<file path="src/rtl/seq_tx_pkg.sv">
// rtl/seq_tx_pkg.sv - state encoding, default pattern and parity helper for the serial pattern transmitter
package seq_tx_pkg;

    typedef enum logic [1:0] {
        IDLE  = 2'd0,
        SHIFT = 2'd1,
        GAP   = 2'd2,
        DONE  = 2'd3
    } seq_tx_state_t;

    localparam logic [3:0] SEQ_TX_DEFAULT_PAT = 4'b1011;
    localparam int         SEQ_TX_MAX_W       = 16;

    // Even parity; callers zero-extend narrower patterns, which leaves the result unchanged.
    function automatic logic seq_tx_parity(input logic [SEQ_TX_MAX_W-1:0] bits);
        return ^bits;
    endfunction

endpackage

</file>
<file path="src/rtl/seq_tx_shreg.sv">
// rtl/seq_tx_shreg.sv - parallel-load MSB-first shift register with bit index and last-bit flag
module seq_tx_shreg
    import seq_tx_pkg::*;
#(
    parameter int W = 4
) (
    input  logic         clk,
    input  logic         rst,
    input  logic         load,
    input  logic         shift,
    input  logic [W-1:0] load_data,
    output logic         bit_out,
    output logic         last_bit
);

    localparam int               IDX_W   = (W > 1) ? $clog2(W) : 1;
    localparam logic [IDX_W-1:0] IDX_TOP = IDX_W'(W - 1);

    logic [W-1:0]     sr_q;
    logic [IDX_W-1:0] idx_q;

    // Shifting zeros in means the output bit falls to 0 once a frame is fully sent.
    always_ff @(posedge clk) begin
        if (rst) begin
            sr_q  <= '0;
            idx_q <= '0;
        end else if (load) begin
            sr_q  <= load_data;
            idx_q <= IDX_TOP;
        end else if (shift) begin
            sr_q  <= {sr_q[W-2:0], 1'b0};
            idx_q <= idx_q - IDX_W'(1);
        end
    end

    assign bit_out  = sr_q[W-1];
    assign last_bit = (idx_q == '0);

endmodule

</file>
<file path="src/rtl/seq_pattern_tx.sv">
// rtl/seq_pattern_tx.sv - serial pattern transmitter top; SEQ_PATTERN_TX_PARITY_EN appends an even-parity bit per frame
module seq_pattern_tx
    import seq_tx_pkg::*;
#(
    parameter int               PAT_W       = 4,
    parameter logic [PAT_W-1:0] DEFAULT_PAT = PAT_W'(SEQ_TX_DEFAULT_PAT),
    parameter int               GAP_CYC     = 1,
    parameter int               CNT_W       = 8
) (
    input  logic             clk,
    input  logic             rst,
    input  logic             start_valid,
    output logic             start_ready,
    input  logic [PAT_W-1:0] start_pattern,
    input  logic [CNT_W-1:0] start_frames,
    output logic             dout,
    output logic             dout_valid,
    output logic             busy,
    output logic             done
);

`ifdef SEQ_PATTERN_TX_PARITY_EN
    localparam int FRAME_W = PAT_W + 1;
`else
    localparam int FRAME_W = PAT_W;
`endif
    localparam int               GAP_W    = (GAP_CYC > 0) ? $clog2(GAP_CYC + 1) : 1;
    localparam logic [GAP_W-1:0] GAP_LOAD = GAP_W'((GAP_CYC > 0) ? GAP_CYC - 1 : 0);
    localparam logic [CNT_W-1:0] ONE      = CNT_W'(1);

    function automatic logic [FRAME_W-1:0] frame_word(input logic [PAT_W-1:0] pat);
`ifdef SEQ_PATTERN_TX_PARITY_EN
        return {pat, seq_tx_parity(SEQ_TX_MAX_W'(pat))};
`else
        return pat;
`endif
    endfunction

    seq_tx_state_t      state_q, state_nxt;
    logic [CNT_W-1:0]   frames_q, frames_nxt;
    logic [GAP_W-1:0]   gap_q, gap_nxt;
    logic [FRAME_W-1:0] word_q, word_nxt;
    logic [FRAME_W-1:0] sr_data;
    logic [PAT_W-1:0]   sel_pat;
    logic               sr_load, sr_shift, last_bit, bit_out, accept;
    logic               start_ready_q, dout_valid_q, busy_q, done_q;

    assign sel_pat = (start_pattern == '0) ? DEFAULT_PAT : start_pattern;
    assign accept  = start_valid && start_ready_q;

    seq_tx_shreg #(.W(FRAME_W)) u_shreg (
        .clk       (clk),
        .rst       (rst),
        .load      (sr_load),
        .shift     (sr_shift),
        .load_data (sr_data),
        .bit_out   (bit_out),
        .last_bit  (last_bit)
    );

    always_comb begin
        state_nxt  = state_q;
        frames_nxt = frames_q;
        gap_nxt    = gap_q;
        word_nxt   = word_q;
        sr_data    = word_q;
        sr_load    = 1'b0;
        sr_shift   = 1'b0;
        case (state_q)
            IDLE: begin
                if (accept) begin
                    word_nxt   = frame_word(sel_pat);
                    sr_data    = frame_word(sel_pat);
                    sr_load    = 1'b1;
                    frames_nxt = (start_frames == '0) ? ONE : start_frames;
                    state_nxt  = SHIFT;
                end
            end
            SHIFT: begin
                // The last bit still shifts so the register drains to zero for GAP/DONE.
                if (!last_bit) begin
                    sr_shift = 1'b1;
                end else if (frames_q <= ONE) begin
                    sr_shift  = 1'b1;
                    state_nxt = DONE;
                end else if (GAP_CYC == 0) begin
                    sr_load    = 1'b1;
                    frames_nxt = frames_q - ONE;
                end else begin
                    sr_shift  = 1'b1;
                    gap_nxt   = GAP_LOAD;
                    state_nxt = GAP;
                end
            end
            GAP: begin
                if (gap_q == '0) begin
                    sr_load    = 1'b1;
                    frames_nxt = frames_q - ONE;
                    state_nxt  = SHIFT;
                end else begin
                    gap_nxt = gap_q - GAP_W'(1);
                end
            end
            DONE:    state_nxt = IDLE;
            default: state_nxt = IDLE;
        endcase
    end

    // Status outputs are registered from the next state so they line up with the shift register.
    always_ff @(posedge clk) begin
        if (rst) begin
            state_q       <= IDLE;
            frames_q      <= '0;
            gap_q         <= '0;
            word_q        <= '0;
            start_ready_q <= 1'b0;
            dout_valid_q  <= 1'b0;
            busy_q        <= 1'b0;
            done_q        <= 1'b0;
        end else begin
            state_q       <= state_nxt;
            frames_q      <= frames_nxt;
            gap_q         <= gap_nxt;
            word_q        <= word_nxt;
            start_ready_q <= (state_nxt == IDLE);
            dout_valid_q  <= (state_nxt == SHIFT);
            busy_q        <= (state_nxt != IDLE);
            done_q        <= (state_nxt == DONE);
        end
    end

    assign start_ready = start_ready_q;
    assign dout        = bit_out;
    assign dout_valid  = dout_valid_q;
    assign busy        = busy_q;
    assign done        = done_q;

endmodule

</file>
<file path="config.mk">
export PLATFORM = sky130hd
export DESIGN_NAME = seq_pattern_tx
export DESIGN_NICKNAME = d
export VERILOG_FILES = /design/src/rtl/seq_tx_pkg.sv /design/src/rtl/seq_tx_shreg.sv /design/src/rtl/seq_pattern_tx.sv
export SDC_FILE = /design/constraint.sdc
export NUM_CORES = 1
export LEC_CHECK = 0
export BUFFER_PORTS_ARGS = -buffer_cell sky130_fd_sc_hd__clkbuf_2
export CORE_AREA = 2 2 58 60
export CTS_BUF_LIST = sky130_fd_sc_hd__clkbuf_4
export DETAILED_ROUTE_END_ITERATION = 7
export DIE_AREA = 0 0 60 62
export PLACE_DENSITY_LB_ADDON = 0.3
export SLEW_MARGIN = 20
export SYNTH_ARGS = -nofsm -noshare
export SYNTH_HDL_FRONTEND = slang
export SYNTH_SLANG_ARGS = --single-unit
</file>
<file path="constraint.sdc">
create_clock -name clk -period 3.31 [get_ports clk]
set_input_delay 0.993 -clock clk [delete_from_list [all_inputs] [get_ports clk]]
set_output_delay 0.993 -clock clk [all_outputs]
set_load 0.02 [all_outputs]
</file>
==> results_dict.tcl, run 1 <==
set metrics [dict create \
    status "completed" \
    critPathTopFamily "flip-flops" \
    worst_path_largest_cell_delay_ps 430 \
    clk_latency_ps 310 \
    power_density_nw_per_um2 649 \
    synth_area_leaders "dfxtp_1, nor3_1, a21oi_1" \
    start_kind "flip-flop" \
    dieArea_um2 3720 \
    synth.largest_area_cell "dfxtp_1" \
    place.gp.congestion 0.807 \
    syn-mean-instance-area_um2 9.12 \
    antenna_left 0 \
    placed_area_um2 1320 \
    rows 21 \
    fin_nets 168 \
    h-tree-depth 1 \
    path_class "flip-flop to output pin" \
    via_per_inst 5.39 \
    cp.buffers_inverters 1 \
    async_flop_share 0 \
    skew_ps 1.57 \
    yosysWarnings 0 \
    grt_pass1_vias 986 \
    hp-class "flip-flop to flip-flop" \
    finalWorstSetupSlack_ps 1380 \
    grtUsageTotal 0.168 \
    layout_commonest_cell "dfxtp_1" \
    ir_worst_vdd_v 0.000202 \
    drc 0 \
    fin_cells 195 \
    rsz0062_at_grt "false" \
    r2r_start "state_q[0]$_SDFF_PP0_" \
    synth_ff_type "dfxtp_1" \
    ys_seq_area_frac 0.402 \
    place_ws_ps 1130 \
    cts_setup_buffers 0 \
    hold_start "word_q[3]$_SDFF_PP0_" \
    wl_met3_um 84 \
    end_kind "output pin" \
    wl_met1_um 1260 \
    fin_tns_setup_ps 0 \
    cts_buffers 3 \
    syn_to_final_growth_pct 14.6 \
    cts_tree "built" \
    syn_nets 149 \
    synth_edf_count 0 \
    synth-seq-cells 24 \
    die-width_um 60 \
    required_ps 2320 \
    p_total_mw 0.889 \
    drt_pass1_iterations 4 \
    design_area_um2 1370 \
    num_antenna_cells 0 \
    cts.sinks 24 \
    worst_pin_slew_ps 551 \
    fmax_mhz 518 \
    clockBufferDepth 2 \
    dp_cells 191 \
    wl_per_cell_um 13.5 \
    portBuffers 19 \
    setup_violations 0 \
    grt_pass1_wl_um 4640 \
    cp.arrival_ps 940 \
    start_util 0.376 \
    slew_headroom 0.631 \
    ctsResizeCount 0 \
    ios 20 \
    drive_gt1_frac 0.208 \
    synth_area_um2 1190 \
    drt_iter0_markers 51 \
    crit_start "start_ready$_SDFF_PP0_" \
    grt_overflow 0 \
    timing_hold_violations_final 0 \
    cts_hold_buf 0 \
    synth_top_area_frac 0.402 \
    cp_max_fo 6 \
    finalCritPeriodShare 0.584 \
    maxUsedRoutingLayer "met4" \
    hpwl_um 1900 \
    synth_cell_type_count 47 \
    worstPathCellList "clkbuf_2" \
    cpMaxStageDelayCell "dfxtp_1" \
    num-fill-cells 323 \
    final_cell_mix "dfxtp_1, clkbuf_2, nor3_1" \
    wl_met2_um 1260 \
    slew_violations 0 \
    maxCapViolCount 0 \
    cts-root-buf "clkbuf_4" \
    die_h_um 62 \
    min_period_ps 1930 \
    drt-total-wl_um 2620 \
    postSynthCellCount 131 \
    grt_max_degree 25 \
    clk_pin_slew_ps 140 \
    leakagePower_nw 0.502 \
    antenna_found_initial 0 \
    vias 1052 \
    core_um2 3180 \
]
==> stage by stage <==
step                 util  hold slack (ps)
global route        0.431              499
global placement    0.414              452
detailed placement  0.414              452
finish              0.431              470
floorplan               -              436
CTS                 0.431              471
==> Yosys cell counts, drive strengths merged, types with 2 or more instances <==
master   n
nor3    12
a21oi    8
and3     2
a31oi    3
a22oi    3
and2     2
nor4     3
buf      6
nor2     9
a211oi   5
o21ai    5
inv      8
nand3b   2
nand2b   4
dfxtp   24
or3      2
nand2    4
ha       3
o32ai    2
==> cell families (layout without fill, tap and decap cells) <==
logic type      count (synthesis)  count (layout)  synth area share
compound gates                 38              38             0.222
xor+xnor                        1               1           0.00733
flops                          24              24             0.402
fa+ha+maj                       3               3            0.0314
mux                             1               1           0.00942
buf+inv                        14              32            0.0576
simple gates                   50              50             0.270
==> flip-flops by register name (all words and copies together) (netlist names) <==
| register | count |
|---|---|
| frames_q | 8 |
| u_shreg.sr_q | 4 |
| word_q | 4 |
| state_q | 2 |
| u_shreg.idx_q | 2 |
| busy | 1 |
| done | 1 |
| dout_valid | 1 |
| start_ready | 1 |
==> final cells by class <==
cell class,instances,area (µm²),share of cell area
flip-flops and latches,24,480,0.351
multi-input cells,93,646,0.472
inverters,8,30.0,0.0219
clock inverters,1,30.0,0.0219
well taps,46,57.6,0.0420
repair buffers,20,103,0.0750
clock buffers,3,22.5,0.0165
==> routing by layer <==
| metal | track usage | vias to the layer above |
|---|---|---|
| li1 | - | 526 |
| met1 | 0.225 | 510 |
| met2 | 0.275 | 14 |
| met3 | 0.0311 | 2 |
| met4 | 0.0571 | 0 |
| met5 | 0 | - |
==> path summary, 6_finish.rpt <==
path / cells past startpoint / endpoint / slack (ps)
max: 1 / start_ready / 1380
min: 2 / word_q[3]$_SDFF_PP0_ / 470
max reg2reg: 3 / u_shreg.sr_q[1]$_SDFFE_PP0P_ / 1600
min reg2reg: 2 / word_q[3]$_SDFF_PP0_ / 470
==> power breakdown <==
part           switching [mW]  total (mW)  internal [mW]  leakage (nW)
Sequential             0.0545       0.396          0.341         0.196
Clock                  0.0911       0.213          0.122        0.0279
Combinational           0.156       0.280          0.123         0.277
Power figures use the tool's default switching activity.
==> run 2, diff against run 1 <==
--- a/config.mk
+++ b/config.mk
@@ -5,11 +5,12 @@
 export SDC_FILE = /design/constraint.sdc
 export NUM_CORES = 1
 export LEC_CHECK = 0
+export ABC_AREA = 1
 export BUFFER_PORTS_ARGS = -buffer_cell sky130_fd_sc_hd__clkbuf_2
-export CORE_AREA = 2 2 58 60
+export CORE_AREA = 2 2 59 61
 export CTS_BUF_LIST = sky130_fd_sc_hd__clkbuf_4
 export DETAILED_ROUTE_END_ITERATION = 7
-export DIE_AREA = 0 0 60 62
+export DIE_AREA = 0 0 61 63
 export PLACE_DENSITY_LB_ADDON = 0.3
 export SLEW_MARGIN = 20
 export SYNTH_ARGS = -nofsm -noshare
==> constraint.sdc (replaced) <==
create_clock -name clk -period 1.64 [get_ports clk]
set_input_delay 0.492 -clock clk [delete_from_list [all_inputs] [get_ports clk]]
set_output_delay 0.492 -clock clk [all_outputs]
set_load 0.02 [all_outputs]
==> run 2 against run 1 <==
Against the previous run: largest power group unchanged; critical path depth rose by 8; non-clock buffer count rose by 1; critical path type is now flip-flop to flip-flop; utilization rose by 1.0 points; hold slack got worse by 47 ps; sequential share of layout area fell by 1.4 points; sequential power rose by 88%; area after synthesis rose by 2.4%; highest routed layer unchanged; count of clock-buffer cells in the layout did not move.
==> results_dict.tcl, run 2 <==
set metrics [dict create \
    r2r_slack_ps 170 \
    synth_compound_area_frac 0.107 \
    synth-seq-cells 24 \
    cts_hold_buf 0 \
    synth_most_common_cell "nand2_1" \
    synth_cell_type_count 28 \
    cpMaxStageDelayCell "dfxtp_1" \
    ys_seq_area_frac 0.393 \
    power_density_nw_per_um2 1270 \
    maxCapViolCount 0 \
    drive_gt1_frac 0.206 \
    drt-total-wl_um 2480 \
    start_kind "flip-flop" \
    cts.sinks 24 \
    synthAdderAreaFrac 0.0307 \
    cts_setup_buffers 0 \
    hp-class "primary input to flip-flop" \
    worstPathCellList "inv_1, ha_1, or2_2, nand4_1, nand2_1, nand2_1, nand2_1, nand2_1, nor2_1" \
    async_flop_share 0 \
    synth_top_family_by_area "simple AND/OR/NAND/NOR gates" \
    place.gp.congestion 0.814 \
    final_cell_mix "nand2_1, inv_1, dfxtp_1" \
    hold_start "start_frames[4]" \
    finalWorstSetupSlack_ps 175 \
    worst-r2r-cell-count 9 \
    finalCritPeriodShare 0.893 \
    grt_pass1_wl_um 4520 \
    portBuffers 19 \
    antenna_left 0 \
    hpwl_um 1890 \
    clk_pin_slew_ps 140 \
    cp_max_fo 4 \
    vias 1109 \
    largest_register_ffs 8 \
    worst_path_largest_cell_delay_ps 390 \
    min_path_cells 4 \
    whs_endpoint "frames_q[0]$_SDFFE_PP0P_" \
    synth_ff_type "dfxtp_1" \
    slew_headroom 0.746 \
    wl_per_cell_um 10.1 \
    syn_to_final_growth_pct 16.4 \
    rows 21 \
    synth_commonest_cells "nand2_1, inv_1, dfxtp_1, nor2_1, nand3_1" \
    synth_xor_area_frac 0 \
    r2r_start "frames_q[0]$_SDFFE_PP0P_" \
    end_kind "flip-flop" \
    cts-root-buf "clkbuf_4" \
    layout_commonest_cell "nand2_1" \
    antenna_found_initial 0 \
    p_switching_mw 0.650 \
    fin_tns_setup_ps 0 \
    yosysWarnings 0 \
    fmax_mhz 683 \
    cts_buffers 3 \
    setup_violations 0 \
    status "completed" \
    clockBufferDepth 2 \
    drc 0 \
    synth.largest_area_cell "dfxtp_1" \
    syn_nets 195 \
    grt_pass1_vias 1066 \
    postSynthCellCount 177 \
    pwr-share-seq 0.410 \
    num_antenna_cells 0 \
    regMostFlops "frames_q" \
    ios 20 \
    rr_endpoint "done$_SDFF_PP0_" \
    synth_area_leaders "dfxtp_1, nand2_1, inv_1" \
    syn-mean-instance-area_um2 6.91 \
    power_frac_comb 0.349 \
    via_per_inst 4.53 \
    synth_edf_count 0 \
    drt_pass1_iterations 4 \
    dieArea_um2 3840 \
    rsz0062_at_grt "false" \
    core_um2 3230 \
    ctsResizeCount 0 \
    ir_worst_vdd_v 0.000460 \
    leakagePower_nw 0.732 \
    slew_violations 0 \
    timing_hold_violations_final 0 \
    grt_max_degree 15 \
    swShare 0.359 \
    cts_tree "built" \
    clk_latency_ps 320 \
    fin_nets 218 \
    grtUsageTotal 0.151 \
    die_h_um 63 \
    cp.arrival_ps 1690 \
    synth_mux_area_frac 0 \
    h-tree-depth 1 \
    reg_top3 "frames_q (8), u_shreg.sr_q (4), word_q (4)" \
    yosys.area_share.simple 0.364 \
    cp.buffers_inverters 1 \
    start_util 0.379 \
    critPathTopFamily "simple AND/OR/NAND/NOR gates" \
    worst_pin_slew_ps 380 \
    drt_iter0_markers 14 \
    critPathMostFrequentCell "nand2_1" \
    place_ws_ps 135 \
    min_period_ps 1470 \
    required_ps 1870 \
    synth_top_area_frac 0.393 \
    die-width_um 61 \
    p_int_mw 1.16 \
    synth_area_um2 1220 \
    skew_ps 7.05 \
    clockPowerShare 0.241 \
    grt_overflow 0 \
    path_class "flip-flop to flip-flop" \
]
## run 2: changes by cell type in the layout (fill, tap and decap cells not counted), sizes merged, moves of 4 or more
cell    delta
a211oi     -5
inv       +20
nand2     +44
nand2b     -4
nand3     +11
nor2      +19
nor3      -10
o21ai      +4
## run 2: per-layer routing
metal | global-route usage | wire length [µm] | up-vias
li1 | - | - | 599
met1 | 0.201 | 1190 | 486
met2 | 0.242 | 1160 | 20
met3 | 0.0248 | 83 | 4
met4 | 0.0489 | 44 | 0
met5 | 0 | 0 | -
## run 2: how the worst max path moves through the flow
| stage | start | to | slack, ps | cells after the start |
|---|---|---|---|---|
| final | frames_q[0]$_SDFFE_PP0P_ | done$_SDFF_PP0_ | 170 | 9 |
| after CTS | frames_q[0]$_SDFFE_PP0P_ | done$_SDFF_PP0_ | 180 | 9 |
| after detailed placement | start_valid | frames_q[7]$_SDFFE_PP0P_ | 140 | 8 |
| after floorplan | frames_q[0]$_SDFFE_PP0P_ | done$_SDFF_PP0_ | 350 | 9 |
| after global placement | start_valid | frames_q[7]$_SDFFE_PP0P_ | 140 | 8 |
| after global routing | frames_q[0]$_SDFFE_PP0P_ | frames_q[6]$_SDFFE_PP0P_ | 40 | 11 |
## run 2: final cells by class
| type | count | area, µm² |
|---|---|---|
| sequential | 24 | 480 |
| tap | 46 | 57.6 |
| clock inverter | 1 | 30.0 |
| clock buffer | 3 | 22.5 |
| fill | 349 | 1810 |
| multi-input combinational | 121 | 614 |
| timing repair buffer | 21 | 110 |
| inverter | 29 | 109 |
## run 2: power by group through the flow
stage | sequential (mW) | clock (mW) | combinational, mW
after global routing | 0.758 | 0.473 | 0.737
after floorplan | 0.768 | 0 | 0.470
after CTS | 0.741 | 0.443 | 0.632
after global placement | 0.753 | 0 | 0.631
final | 0.743 | 0.436 | 0.631
after detailed placement | 0.755 | 0 | 0.629
## run 2: per-stage QoR
| step | instance area [µm²] | utilization | power, mW | hold WS (ps) | cells |
|---|---|---|---|---|---|
| finish | 1420 | 0.441 | 1.81 | 423 | 245 |
| global route | 1420 | 0.441 | 1.97 | 451 | 245 |
| CTS | 1420 | 0.441 | 1.82 | 427 | 245 |
| detailed placement | 1370 | 0.424 | 1.38 | 445 | 241 |
| global placement | 1370 | 0.424 | 1.38 | 445 | 241 |
| floorplan | 1220 | - | 1.24 | 427 | 177 |
## run 2: cells by family after synthesis
family / Yosys count
AOI/OAI and AO/OA: 23
adders and majority gates: 3
buffers and inverters: 32
DFF: 24
and+or+nand+nor: 95
## run 2: tightest hold or removal path: cells and delay by family
family | cells | cell delay, ps
buffers and inverters | 1 | 90
AND/OR/NAND/NOR | 2 | 90
AO/OA/AOI/OAI | 1 | 50
==> run 3, diff against run 2 <==
--- a/config.mk
+++ b/config.mk
@@ -7,7 +7,7 @@
 export LEC_CHECK = 0
 export ABC_AREA = 1
 export BUFFER_PORTS_ARGS = -buffer_cell sky130_fd_sc_hd__clkbuf_2
-export CORE_AREA = 2 2 59 61
+export CORE_AREA = 5 5 56 58
 export CTS_BUF_LIST = sky130_fd_sc_hd__clkbuf_4
 export DETAILED_ROUTE_END_ITERATION = 7
 export DIE_AREA = 0 0 61 63
==> run 3 against run 2 <==
Against the previous run: sequential share of layout area is 0.45 points higher; non-clock buffer count stayed put; final cell count is 6.1% lower; register-to-register slack worse by 20 ps; flip-flop and latch count stayed put; design area is 1.3% lower; critical endpoint is now dout_valid$_SDFF_PP0_; highest routed layer unchanged.
==> results_dict.tcl, run 3 (synthesis results as in run 2) <==
set metrics [dict create \
    clk_pin_slew_ps 140 \
    wl_per_cell_um 12.3 \
    finalCritPeriodShare 0.907 \
    dieArea_um2 3840 \
    cts_setup_buffers 0 \
    hold_start "start_frames[1]" \
    antenna_found_initial 0 \
    worst_pin_slew_ps 380 \
    r2r_slack_ps 150 \
    power_density_nw_per_um2 1300 \
    rsz0062_at_grt "false" \
    portBuffers 19 \
    p_int_mw 1.16 \
    critPathMostFrequentCell "nand2_1" \
    place.gp.congestion 0.826 \
    worstPathCellList "inv_1, ha_1, or2_2, nand4_1, nand2_1, nand2_1, nand2_1, nand2_1, nor2_1" \
    h-tree-depth 1 \
    start_kind "flip-flop" \
    timing_hold_violations_final 0 \
    p_total_mw 1.82 \
    maxCapViolCount 0 \
    num_antenna_cells 0 \
    cp.arrival_ps 1720 \
    skew_ps 4.81 \
    via_per_inst 5.10 \
    grt_max_degree 15 \
    clockPowerShare 0.235 \
    syn_to_final_growth_pct 14.8 \
    fin_tns_setup_ps 0 \
    status "completed" \
    reg_top3 "frames_q (8), u_shreg.sr_q (4), word_q (4)" \
    cp.buffers_inverters 1 \
    drc 0 \
    start_util 0.468 \
    ir_worst_vdd_v 0.000704 \
    drt_pass1_iterations 5 \
    min_period_ps 1490 \
    cpMaxStageDelayCell "dfxtp_1" \
    required_ps 1870 \
    path_class "flip-flop to flip-flop" \
    end_kind "flip-flop" \
    die-width_um 61 \
    core_um2 2620 \
    grt_pass1_vias 1072 \
    drt-total-wl_um 2840 \
    fin_nets 218 \
    vias 1172 \
    antenna_left 0 \
    worst_path_largest_cell_delay_ps 410 \
    hp-class "primary input to flip-flop" \
    grt_overflow 0 \
    r2r_start "frames_q[0]$_SDFFE_PP0P_" \
    leakagePower_nw 0.732 \
    fmax_mhz 672 \
    hpwl_um 2210 \
    swShare 0.363 \
    clockBufferDepth 2 \
    final_cell_mix "nand2_1, inv_1, dfxtp_1" \
    cp_max_fo 4 \
    layout_commonest_cell "nand2_1" \
    clk_latency_ps 310 \
    drt_iter0_markers 70 \
    cts.sinks 24 \
    worst-r2r-cell-count 9 \
    rr_endpoint "dout_valid$_SDFF_PP0_" \
    grtUsageTotal 0.163 \
    critPathTopFamily "simple AND/OR/NAND/NOR gates" \
    regMostFlops "frames_q" \
    ios 20 \
    ctsResizeCount 0 \
    largest_register_ffs 8 \
    cts-root-buf "clkbuf_4" \
    cts_buffers 3 \
    p_switching_mw 0.661 \
    slew_violations 0 \
    setup_violations 0 \
    drive_gt1_frac 0.206 \
    cts_tree "built" \
    rows 19 \
    pwr-share-seq 0.409 \
    die_h_um 63 \
    grt_pass1_wl_um 4790 \
    cts_hold_buf 0 \
    slew_headroom 0.746 \
    min_path_cells 3 \
    power_frac_comb 0.356 \
    whs_endpoint "frames_q[1]$_SDFFE_PP0P_" \
]
## run 3: cell counts in the layout (fill, tap and decap cells not counted)
Identical to the previous run, type by type.
## run 3: worst max-delay path by stage
stage	from	to	slack [ps]	depth (start not counted)
after floorplan	frames_q[0]$_SDFFE_PP0P_	done$_SDFF_PP0_	350	9
after global placement	start_valid	frames_q[5]$_SDFFE_PP0P_	170	10
after detailed placement	start_valid	u_shreg.sr_q[2]$_SDFFE_PP0P_	150	9
after CTS	frames_q[0]$_SDFFE_PP0P_	state_q[0]$_SDFF_PP0_	140	9
after global routing	frames_q[0]$_SDFFE_PP0P_	dout_valid$_SDFF_PP0_	40	9
final	frames_q[0]$_SDFFE_PP0P_	dout_valid$_SDFF_PP0_	150	9
## run 3: area by class of cell
class,instances,area [µm²]
clock buffers,3,22.5
clock inverters,1,30.0
fillers,280,1210
inverters,29,109
multi-input cells,121,614
flip-flops and latches,24,480
well taps,31,38.8
repair buffers,21,110
## run 3: per-stage QoR
step | setup WS [ps] | hold slack (ps) | instance area (µm²) | utilization | instances
floorplan | 351 | 427 | 1220 | - | 177
global placement | 166 | 446 | 1350 | 0.517 | 226
detailed placement | 154 | 455 | 1350 | 0.517 | 226
CTS | 136 | 441 | 1410 | 0.537 | 230
global route | 40.4 | 432 | 1410 | 0.537 | 230
finish | 152 | 448 | 1410 | 0.537 | 230
## run 3: power by group through the flow
stage | sequential [mW] | combinational, mW | clock [mW]
3_5_place_dp | 0.756 | 0.645 | 0
5_1_grt | 0.757 | 0.733 | 0.477
6_report | 0.745 | 0.649 | 0.429
3_3_place_gp | 0.752 | 0.625 | 0
4_1_cts | 0.744 | 0.651 | 0.438
2_1_floorplan | 0.768 | 0.470 | 0
## run 3: worst min-delay path, cell delays in order
cell and delay (ps):
clkbuf_2 90, nand2_1 80, a21oi_1 60
## run 3: per-layer routing
layer	global-route usage	vias to the layer above	routed length, µm
met3	0.0331	8	182
li1	-	599	-
met5	0	-	0
met2	0.258	45	1390
met1	0.209	520	1210
met4	0.0705	0	61
